$ cat config.mk
export PLATFORM = sky130hd
export DESIGN_NAME = ex_stage
export DESIGN_NICKNAME = d
export VERILOG_FILES = /design/src/rtl/ex_stage.sv
export SDC_FILE = /design/constraint.sdc
export NUM_CORES = 1
export LEC_CHECK = 0
export ABC_CLOCK_PERIOD_IN_PS = 10750
export BUFFER_PORTS_ARGS = -buffer_cell sky130_fd_sc_hd__buf_4
export CORE_MARGIN = 8
export CORE_UTILIZATION = 35
export DETAILED_ROUTE_END_ITERATION = 16
export GPL_ROUTABILITY_DRIVEN = 0
export PLACE_DENSITY_LB_ADDON = 0.2
export SLEW_MARGIN = 25
export SYNTH_ARGS = -nofsm -noshare
export SYNTH_HDL_FRONTEND = slang
export SYNTH_SLANG_ARGS = --single-unit
$ cat constraint.sdc
create_clock -name clk -period 10.75 [get_ports clk]
set_clock_uncertainty 0.15 [all_clocks]
set_input_delay 2.6875 -clock clk [delete_from_list [all_inputs] [get_ports clk]]
set_output_delay 2.6875 -clock clk [all_outputs]
set_load 0.03 [all_outputs]
$ cat src/rtl/ex_stage.sv
// ex_stage: execute stage of the 5-stage MIPS pipeline.
//   Inputs : ID/EX pipeline register fields (ID_EX_*), MEM and WB forwarding
//            sources (MEM_EX_*, WB_EX_*), clk, EX_rst_n, EX_enable, EX_flush.
//   Outputs: EX/MEM pipeline register (EX_MEM_*), load-use hazard feedback
//            to ID (EX_ID_*), branch recovery and predictor/BTB update to IF
//            (EX_IF_*), and a saturating misprediction counter.
module ex_stage (
   input  logic        clk,
   input  logic        EX_rst_n,
   input  logic        EX_enable,
   input  logic        EX_flush,
   input  logic [31:0] ID_EX_output_data_1,
   input  logic [31:0] ID_EX_output_data_2,
   input  logic [4:0]  ID_EX_rs,
   input  logic [4:0]  ID_EX_rt,
   input  logic [4:0]  ID_EX_rd,
   input  logic [31:0] ID_EX_immediate_extended,
   input  logic [31:0] ID_EX_pc,
   input  logic        ID_EX_alusrc,
   input  logic [1:0]  ID_EX_alu_operation,
   input  logic        ID_EX_memory_read,
   input  logic        ID_EX_memory_write,
   input  logic        ID_EX_memory_to_register,
   input  logic        ID_EX_register_write,
   input  logic        ID_EX_branch,
   input  logic        ID_EX_branch_ne,
   input  logic [1:0]  ID_EX_predictor,
   input  logic [31:0] ID_EX_branch_target_predict,
   input  logic        MEM_EX_register_write,
   input  logic [4:0]  MEM_EX_write_register,
   input  logic [31:0] MEM_EX_alu_result,
   input  logic        WB_EX_register_write,
   input  logic [4:0]  WB_EX_write_register,
   input  logic [31:0] WB_EX_write_data,
   output logic [31:0] EX_MEM_alu_result,
   output logic [31:0] EX_MEM_write_data,
   output logic [4:0]  EX_MEM_write_register,
   output logic        EX_MEM_memory_read,
   output logic        EX_MEM_memory_write,
   output logic        EX_MEM_memory_to_register,
   output logic        EX_MEM_register_write,
   output logic [4:0]  EX_ID_rt,
   output logic        EX_ID_memory_read,
   output logic        EX_IF_redirect,
   output logic [31:0] EX_IF_redirect_pc,
   output logic        EX_IF_update_valid,
   output logic [31:0] EX_IF_update_pc,
   output logic [1:0]  EX_IF_update_predictor,
   output logic [31:0] EX_IF_update_target,
   output logic [15:0] EX_mispredict_count
);

   typedef struct packed {
      logic [31:0] alu_result;
      logic [31:0] write_data;
      logic [4:0]  write_register;
      logic        memory_read;
      logic        memory_write;
      logic        memory_to_register;
      logic        register_write;
   } exmem_t;

   logic [31:0] op_a, b_reg, op_b, alu_res, br_target;
   logic        taken, mispredict;
   exmem_t      exmem_d, exmem_q;
   logic [15:0] cnt_d, cnt_q;

   // Forwarding: MEM has priority over WB; r0 is never forwarded.
   always_comb begin
      op_a = ID_EX_output_data_1;
      if (MEM_EX_register_write && (MEM_EX_write_register != 5'd0) &&
          (MEM_EX_write_register == ID_EX_rs))
         op_a = MEM_EX_alu_result;
      else if (WB_EX_register_write && (WB_EX_write_register != 5'd0) &&
               (WB_EX_write_register == ID_EX_rs))
         op_a = WB_EX_write_data;
   end

   always_comb begin
      b_reg = ID_EX_output_data_2;
      if (MEM_EX_register_write && (MEM_EX_write_register != 5'd0) &&
          (MEM_EX_write_register == ID_EX_rt))
         b_reg = MEM_EX_alu_result;
      else if (WB_EX_register_write && (WB_EX_write_register != 5'd0) &&
               (WB_EX_write_register == ID_EX_rt))
         b_reg = WB_EX_write_data;
   end

   assign op_b = ID_EX_alusrc ? ID_EX_immediate_extended : b_reg;

   always_comb begin
      alu_res = '0;
      unique case (ID_EX_alu_operation)
         2'b00: alu_res = op_a + op_b;
         2'b01: alu_res = op_a - op_b;
         2'b11: alu_res = op_a | {16'h0000, ID_EX_immediate_extended[15:0]};
         default: begin
            // R-type: funct lives in the low bits of the sign-extended immediate
            case (ID_EX_immediate_extended[5:0])
               6'b100000: alu_res = op_a + op_b;
               6'b100010: alu_res = op_a - op_b;
               6'b100100: alu_res = op_a & op_b;
               6'b100101: alu_res = op_a | op_b;
               6'b101010: alu_res = {31'd0, ($signed(op_a) < $signed(op_b))};
               6'b000000: alu_res = b_reg << ID_EX_immediate_extended[10:6];
               default:   alu_res = '0;
            endcase
         end
      endcase
   end

   // Branch resolution against the 2-bit prediction from IF.
   assign br_target  = ID_EX_pc + {ID_EX_immediate_extended[29:0], 2'b00};
   assign taken      = (op_a == b_reg) ^ ID_EX_branch_ne;
   assign mispredict = ID_EX_branch &&
                       ((taken != ID_EX_predictor[1]) ||
                        (taken && ID_EX_predictor[1] &&
                         (ID_EX_branch_target_predict != br_target)));

   always_comb begin
      EX_IF_redirect         = 1'b0;
      EX_IF_redirect_pc      = '0;
      EX_IF_update_valid     = 1'b0;
      EX_IF_update_pc        = '0;
      EX_IF_update_predictor = '0;
      EX_IF_update_target    = '0;
      if (ID_EX_branch) begin
         EX_IF_redirect      = mispredict;
         EX_IF_redirect_pc   = taken ? br_target : ID_EX_pc;
         EX_IF_update_valid  = 1'b1;
         EX_IF_update_pc     = ID_EX_pc - 32'd4;
         EX_IF_update_target = br_target;
         if (taken)
            EX_IF_update_predictor = (ID_EX_predictor == 2'b11) ? 2'b11 : ID_EX_predictor + 2'b01;
         else
            EX_IF_update_predictor = (ID_EX_predictor == 2'b00) ? 2'b00 : ID_EX_predictor - 2'b01;
      end
   end

   assign EX_ID_rt          = ID_EX_rt;
   assign EX_ID_memory_read = ID_EX_memory_read;

   // EX/MEM next state: flush beats hold, so a flush during a stall still bubbles.
   always_comb begin
      exmem_d.alu_result         = alu_res;
      exmem_d.write_data         = b_reg;
      exmem_d.write_register     = (ID_EX_alu_operation == 2'b10) ? ID_EX_rd : ID_EX_rt;
      exmem_d.memory_read        = ID_EX_memory_read;
      exmem_d.memory_write       = ID_EX_memory_write;
      exmem_d.memory_to_register = ID_EX_memory_to_register;
      exmem_d.register_write     = ID_EX_register_write;
      if (EX_flush)
         exmem_d = '0;
      else if (!EX_enable)
         exmem_d = exmem_q;
   end

   always_comb begin
      cnt_d = cnt_q;
      if (mispredict && EX_enable && (cnt_q != 16'hFFFF))
         cnt_d = cnt_q + 16'd1;
   end

   always_ff @(posedge clk or negedge EX_rst_n) begin
      if (!EX_rst_n) begin
         exmem_q <= '0;
         cnt_q   <= '0;
      end else begin
         exmem_q <= exmem_d;
         cnt_q   <= cnt_d;
      end
   end

   assign EX_MEM_alu_result         = exmem_q.alu_result;
   assign EX_MEM_write_data         = exmem_q.write_data;
   assign EX_MEM_write_register     = exmem_q.write_register;
   assign EX_MEM_memory_read        = exmem_q.memory_read;
   assign EX_MEM_memory_write       = exmem_q.memory_write;
   assign EX_MEM_memory_to_register = exmem_q.memory_to_register;
   assign EX_MEM_register_write     = exmem_q.register_write;
   assign EX_mispredict_count       = cnt_q;

endmodule
* Word-level counts from Yosys, hierarchy flattened
Index checks and enable logic that the tools add are counted. Widths: inputs -> output; s select.
Cells by class: add/sub/neg operators 7, order comparisons 1, eq/ne operators 17, shift operators 1, mux-type cells 20, bitwise operators 4, reductions and logical operators 18
Operators by type and width (count):
- $mux 32 | 9
- $pmux 32 s6 | 1
- $mux 73 | 2
- $pmux 32 s3 | 1
- $add 32x32->32 | 2
- $and 32x32->32 | 1
- $eq 32x32->1 | 1
- $lt 32x32->1 | 1
- $ne 32x32->1 | 1
- $or 32x16->32 | 1
- $or 32x32->32 | 1
- $shl 32x5->32 | 1
- $sub 32x3->32 const B | 1
- $sub 32x32->32 | 1
- $eq 6x6->1 const B | 5
- $eq 5x5->1 | 4
- $add 16x1->16 const B | 1
- $ne 16x16->1 const B | 1
- $logic_and 1x1->1 | 11
- $reduce_bool 5->1 | 2
- $mux 2 | 4
- $eq 2x2->1 const B | 3
- $logic_not 6->1 | 1
- $mux 5 | 1
- 9 further kinds | 11
Storage, ports and cells: bits in registers 89, input port bits 266, output and inout port bits 195, logic and storage cells 76

* Depth between registers and ports, before layout
Gate-level depths: netlist of run 1.
depth in word-level cells 13, depth in mapped cells 28, depth with buffers taken out 22

* Least setup slack after synthesis of run 1
No wires, ideal clock.
path kind in2out, start point in WB_EX_write_register[1], end point out EX_IF_redirect, data arrival time 8.018 ns, data required time 7.913 ns, path slack -0.105 ns, stages on the path 24, cell sequence or4_1 -> o211ai_1 -> clkbuf_1 -> o21ai_0 -> a31oi_1 -> xor2_1 -> nor4_1 -> nand4_1 -> nor4_1 -> xnor2_1 -> clkbuf_1 -> inv_2 -> buf_4 -> ha_1 -> a211o_1 -> nor4_1 -> nand4_1 -> nor4_1 -> nand4b_1 -> nor4_1 -> and4b_1 -> nand3_1 -> clkbuf_1 -> and2_1
Between the ends: longest elaborated chain between the ends 12
Ends and longest elaborated chain:
- start, declared | line 33 | input logic [4:0] WB_EX_write_register,
- $reduce_bool 5->1 | line 74, 84
- $logic_and 1x1->1 | line 74, 84
- $logic_and 1x1->1 (on tied branches) | line 74, 84
- $mux 32 (on tied branches) | line 74, 84
- $mux 32 (on tied branches) | line 71, 81
- $eq 32x32->1 * | line 114 | assign taken = (op_a == b_reg) ^ ID_EX_branch_ne;
- $xor 1x1->1 * | line 114
- $logic_and 1x1->1 (2 in series) | line 117 | (taken && ID_EX_predictor[1] &&
- $logic_or 1x1->1 * | line 116 | ((taken != ID_EX_predictor[1]) ||
- $logic_and 1x1->1 * | line 115 | assign mispredict = ID_EX_branch &&
- $mux 1 * | line 127 | if (ID_EX_branch) begin
- end, declared | line 44 | output logic EX_IF_redirect,
Mark *: on every way between the ends. The rest lies on a longest branch, timed or not.

* Worst setup path in the final report of run 1
start point in WB_EX_write_register[2], end point out EX_IF_redirect
The elaborated chain is that of the path after synthesis.

==> flow_metrics.tcl, run 1 <==
set metrics [dict create \
    violations "setup timing" \
    overflow 0 \
    critPathMaxStageDelay_ns 0.54 \
    grt_pass1_vias 21600 \
    die_area_um2 58600 \
    io_buffer_count 460 \
    drv_cap 0 \
    multiInputGateArea_um2 14600 \
    die_width_um 242 \
    yosys_register_bits 89 \
    crit_buf_inv 8 \
    status "complete, but fails checks" \
    ctsHoldBuffers 0 \
    use_met1_pct 39.0 \
    most-common-layout-cells "buf_4 (577), nand2_1 (211), o21ai_0 (182), nor2_1 (179), a21oi_1 (139)" \
    grtUsageMet3_pct 6.57 \
    cts_buffers 9 \
    netlist.area_leader.share_pct 12.4 \
    critPathSlowestCell "or4_4" \
    finalCriticalPeriod_ns 10.81 \
    synthDistinctLibCells 94 \
    routed_wl_um 98900 \
    grt_busiest_layer "met2" \
    syn-cell-area_um2 17900 \
    peakVddDrop_v 0.0000873 \
    clk_latency_ns 0.40 \
    synth_top_area_cell "dfrtp_1" \
    cp-end-kind "primary output" \
    seqCellArea_um2 2230 \
    max_freq_ghz 0.0925 \
    globalRouteMet2Util_pct 50.9 \
    synth.area.top_cells "dfrtp_1 (12%), ha_1 (9.4%), xnor2_1 (6.5%), mux2i_1 (5.5%), o21ai_0 (5.3%)" \
    drc_errors 0 \
    areaGrowthSynthToFinish_pct 29.6 \
    min_path_type "reg -> reg" \
    filler_cell_count 5252 \
    cp_max_fo 7 \
    seq_area_frac_synth_pct 12.4 \
    synth_ff_type "dfrtp_1" \
    synth_edf_count 0 \
    via_per_inst 6.32 \
    drive_gt1_share_pct 25.2 \
    slew_headroom_pct 28.8 \
    cts_max_level 3 \
    antenna_found_initial 5 \
    grt_max_degree 98 \
    cts_tree "done" \
    tightest_slew_ns 1.07 \
    grt_use_total_pct 31.8 \
    slew_violations 0 \
    startpoint_type "primary input" \
    final_common_cell "buf_4" \
    ant_nets 0 \
    root_buffer "clkbuf_16" \
    hold_ws_ns 0.339 \
    layout.nets 3305 \
    core_area_um2 50900 \
    die_h_um 242 \
    period_share_pct 101 \
    power_density_nw_per_um2 98.7 \
    hold_viol_final 0 \
    cp.required_ns 7.91 \
    clock-sinks 89 \
    avgSynthCellArea_um2 7.21 \
    synth_fp_nets 2883 \
    dp_slack_ns -0.517 \
    cp_top_family "simple AND/OR/NAND/NOR gates" \
    dr.first_iter.drc_count 3247 \
    arrival_ns 7.97 \
    routed-via-count 22700 \
    clockBufferDepth 2 \
    fin_ws_ns -0.0585 \
    dr.pass1.iters 8 \
    p_leak_nw 10.6 \
    reg2reg_slack_ns 8.13 \
    ys.warnings.count 0 \
    initial_core_util_pct 35.2 \
    finalPower_mw 2.29 \
    rsz0062_at_grt "yes" \
    crit_type "in -> out" \
    async_flop_share_pct 100 \
    syn_inst 2481 \
    rows 83 \
    grt_pass1_wl_um 144000 \
    setup-violations-final 1 \
    pin_count 461 \
    wire_per_inst_um 27.5 \
    dp.final_hpwl_um 78500 \
    clkTransAtPathRegs_ns 0.07 \
]
## registers in the layout, summed over array words and instances, names as in the netlist
| name | count |
|---|---|
| EX_MEM_register_write | 1 |
| EX_MEM_memory_read | 1 |
| EX_MEM_memory_to_register | 1 |
| EX_MEM_memory_write | 1 |
| EX_MEM_write_register | 5 |
| EX_MEM_write_data | 32 |
| EX_mispredict_count | 16 |
| EX_MEM_alu_result | 32 |
## synthesized netlist by cell type (7+ instances only)
cell type  count
o21a_1        13
mux2i_1       98
or3_1         11
nor2_1       181
xnor2_1      132
nor2b_1       27
nor3_1       112
o311ai_0       7
o21bai_1      15
ha_1         134
a311oi_1      10
buf_1          8
a211oi_1      23
a31oi_1       79
dfrtp_1       89
o221ai_1      21
o22ai_1        7
a21boi_0      11
mux4_2        22
nand2b_1      20
and2_1        43
o21ai_0      189
inv_1        137
a21oi_1      139
nor4_1        23
buf_4         13
buf_2          9
xor2_1        56
and4_1         7
a221oi_1      22
a2111oi_0     10
o2111ai_1      7
clkbuf_1     152
nand3_1      113
a22oi_1        8
o31ai_1       15
a211o_1        8
and3_1        37
nand4_1       27
o211ai_1      22
mux2_2        42
a21o_1        43
or2_2          8
nand2_1      212
or4_1         14
## cell families (layout without fill, tap and decap cells)
| family | Yosys count | count (layout) | synth area share, % |
|---|---|---|---|
| adders and majority gates | 137 | 137 | 9.65 |
| AOI/OAI and AO/OA | 714 | 714 | 26.2 |
| buffers and inverters | 326 | 753 | 7.23 |
| other | 0 | 5 | 0 |
| and+or+nand+nor | 857 | 857 | 23.4 |
| DFF | 89 | 89 | 12.4 |
| xor gates and xnor gates | 195 | 195 | 10.1 |
| muxes | 163 | 163 | 11.0 |
## per-layer routing
| metal | share of wire (%) | vias up |
|---|---|---|
| met5 | 0.015 | - |
| met4 | 7.1 | 2 |
| met3 | 10 | 373 |
| met2 | 45 | 1585 |
| met1 | 38 | 10800 |
| li1 | - | 9943 |
## through the flow
stage	setup TNS (ns)	instance area, µm²	std cells	util, %
2_1_floorplan	0	17900	2481	-
3_3_place_gp	-0.360	22400	3548	44.0
3_5_place_dp	-0.517	22400	3548	44.0
4_1_cts	0	22800	3567	44.8
5_1_grt	-0.336	23200	3589	45.5
6_report	-0.0585	23200	3593	45.6
## timing repair
item                                    CTS  global route
buffers inserted                          3            19
endpoints found under the setup margin    1             1
gates cloned                              0             1
gates resized for setup                   7            42
pin swaps                                10            39
## worst paths after layout
kind,from,end,cells past startpoint
max in group asynchronous,EX_rst_n,EX_MEM_alu_result[12],3
worst min register to register,EX_MEM_alu_result[1],EX_MEM_alu_result[1],1
min in group asynchronous,EX_rst_n,EX_MEM_alu_result[21],1
worst max register to register,EX_mispredict_count[7],EX_mispredict_count[1],8
worst max-delay path,WB_EX_write_register[2],EX_IF_redirect,27
worst min-delay path,EX_MEM_alu_result[1],EX_MEM_alu_result[1],1
## cell type report
cell class / instances / area share, %
well taps: 680 / 3.67
clock inverters: 7 / 0.351
multi-input cells: 2066 / 63.1
flip-flops and latches: 89 / 9.61
inverters: 141 / 2.28
repair buffers: 596 / 19.9
diodes: 5 / 0.0540
clock buffers: 9 / 0.971
## report_power, final
| group | switching, mW | total, mW | internal (mW) |
|---|---|---|---|
| logic | 0.950 | 1.53 | 0.579 |
| clock network | 0.178 | 0.363 | 0.185 |
| registers | 0.0299 | 0.396 | 0.366 |
No activity file was read; power rests on OpenSTA's default activity.
==> inputs of run 2 (changes only) <==
Settings changed: CELL_PAD_IN_SITES_DETAIL_PLACEMENT from default to 2, CELL_PAD_IN_SITES_GLOBAL_PLACEMENT from default to 2, CORE_MARGIN 8 to default, CORE_UTILIZATION 35 to 28.
==> flow_metrics.tcl, run 2 (synthesized netlist as in run 1, its figures left out) <==
set metrics [dict create \
    status "finished clean" \
    cp-end-kind "primary output" \
    dp.final_hpwl_um 91000 \
    power_density_nw_per_um2 100 \
    clockBufferDepth 2 \
    arrival_ns 7.65 \
    cts_buffers 9 \
    final_area_um2 23300 \
    dr.first_iter.drc_count 1720 \
    fin_ws_ns 0.266 \
    grt_use_total_pct 33.8 \
    slew_violations 0 \
    drive_gt1_share_pct 25.1 \
    dp_slack_ns -0.485 \
    routed_wl_um 113000 \
    routed-via-count 22600 \
    root_buffer "clkbuf_16" \
    clock-sinks 89 \
    rows 92 \
    grtUsageMet3_pct 5.76 \
    die_h_um 255 \
    hold_ws_ns 0.345 \
    overflow 0 \
    max_freq_ghz 0.0954 \
    fin_setup_tns_ns 0 \
    wire_per_inst_um 30.1 \
    die_width_um 255 \
    cts_tree "done" \
    startpoint_type "primary input" \
    p_leak_nw 10.5 \
    crit_type "in -> out" \
    cp_max_fo 7 \
    hold_viol_final 0 \
    finalCriticalPeriod_ns 10.48 \
    most-common-layout-cells "buf_4 (582), nand2_1 (212), o21ai_0 (185), nor2_1 (176), a21oi_1 (139)" \
    grt_max_degree 98 \
    grt_pass1_wl_um 163000 \
    areaGrowthSynthToFinish_pct 30.0 \
    drv_cap 0 \
    io_buffer_count 460 \
    slew_headroom_pct 27.2 \
    antenna_found_initial 6 \
    tightest_slew_ns 1.09 \
    layout.nets 3304 \
    dr.pass1.iters 5 \
    ant_nets 0 \
    utilization_pct 36.9 \
    grt_busiest_layer "met2" \
    via_per_inst 6.02 \
    use_met1_pct 40.6 \
    globalRouteMet2Util_pct 57.8 \
    die_area_um2 64900 \
    grt_pass1_vias 23900 \
    initial_core_util_pct 28.4 \
    period_share_pct 97.5 \
    final_common_cell "buf_4" \
    cts_max_level 3 \
    setup-violations-final 0 \
    cp.required_ns 7.91 \
    clk_latency_ns 0.41 \
    pin_count 461 \
    min_path_type "reg -> reg" \
    core_area_um2 63100 \
    peakVddDrop_v 0.0000654 \
    drc_errors 0 \
    dpl_cell_area_um2 22700 \
    clkTransAtPathRegs_ns 0.08 \
]
[run 2: cell count changes in the layout (fill, tap and decap cells not counted), sizes merged]
cell and delta:
inv -3, clkinvlp +1, clkinv +2, diode -2, clkbuf -1
[run 2: final timing paths]
kind	startpoint	slack [ns]	depth (start not counted)	endpoint
max	WB_EX_write_register[1]	0.27	25	EX_IF_redirect
min	EX_MEM_alu_result[8]	0.34	2	EX_MEM_alu_result[8]
max reg2reg	EX_mispredict_count[2]	7.85	7	EX_mispredict_count[1]
min reg2reg	EX_MEM_alu_result[8]	0.34	2	EX_MEM_alu_result[8]
max in group asynchronous	EX_rst_n	7.03	2	EX_MEM_write_data[28]
min in group asynchronous	EX_rst_n	2.04	1	EX_MEM_alu_result[6]
[run 2: area by class of cell]
cell class              instances  area (µm²)
repair buffers                595        4590
clock buffers                   9         225
clock inverters                 7        77.6
inverters                     141         529
well taps                     846        1060
fillers                      7474       39800
flip-flops and latches         89        2230
diodes                          3        7.51
multi-input cells            2066       14600
[run 2: what timing repair did]
action,in CTS,in global routing
pin swaps,14,9
setup endpoints to repair,1,1
hold buffers,0,0
gates resized for setup,11,18
gates cloned,1,1
setup buffers,3,2
[run 2: worst max-delay path, stage by stage]
cell and delay [ns]:
buf_4 0.12, or4_4 0.57, o211ai_1 0.30, buf_6 0.20, buf_12 0.11, o21ai_0 0.08
a31oi_1 0.25, xor2_1 0.13, nor4_2 0.39, nand4_1 0.15, nor4_2 0.26, buf_4 0.19
xnor2_2 0.13, inv_2 0.08, ha_4 0.22, a211o_1 0.23, nor4_2 0.13, nand4_1 0.13
nor4_2 0.16, nand4b_1 0.15, nor4_2 0.22, and4b_1 0.26, nand3_2 0.14, and2_4 0.18
buf_4 0.16
[run 2: power breakdown]
part           switching (mW)  leakage, nW  internal (mW)
sequential             0.0308         1.18          0.366
combinational           0.994         9.20          0.575
clock                   0.188        0.146          0.183
[run 2: per-stage QoR]
stage	power, mW	instances
floorplan	1.30	2481
global placement	1.88	3730
detailed placement	1.92	3730
finish	2.34	3756
global route	2.43	3755
CTS	2.31	3750
[run 2: routing by layer]
| metal | wire (µm) | up-vias |
|---|---|---|
| met2 | 53800 | 950 |
| met1 | 45800 | 11500 |
| met4 | 6070 | 4 |
| li1 | - | 9882 |
| met5 | 26 | - |
| met3 | 7340 | 255 |
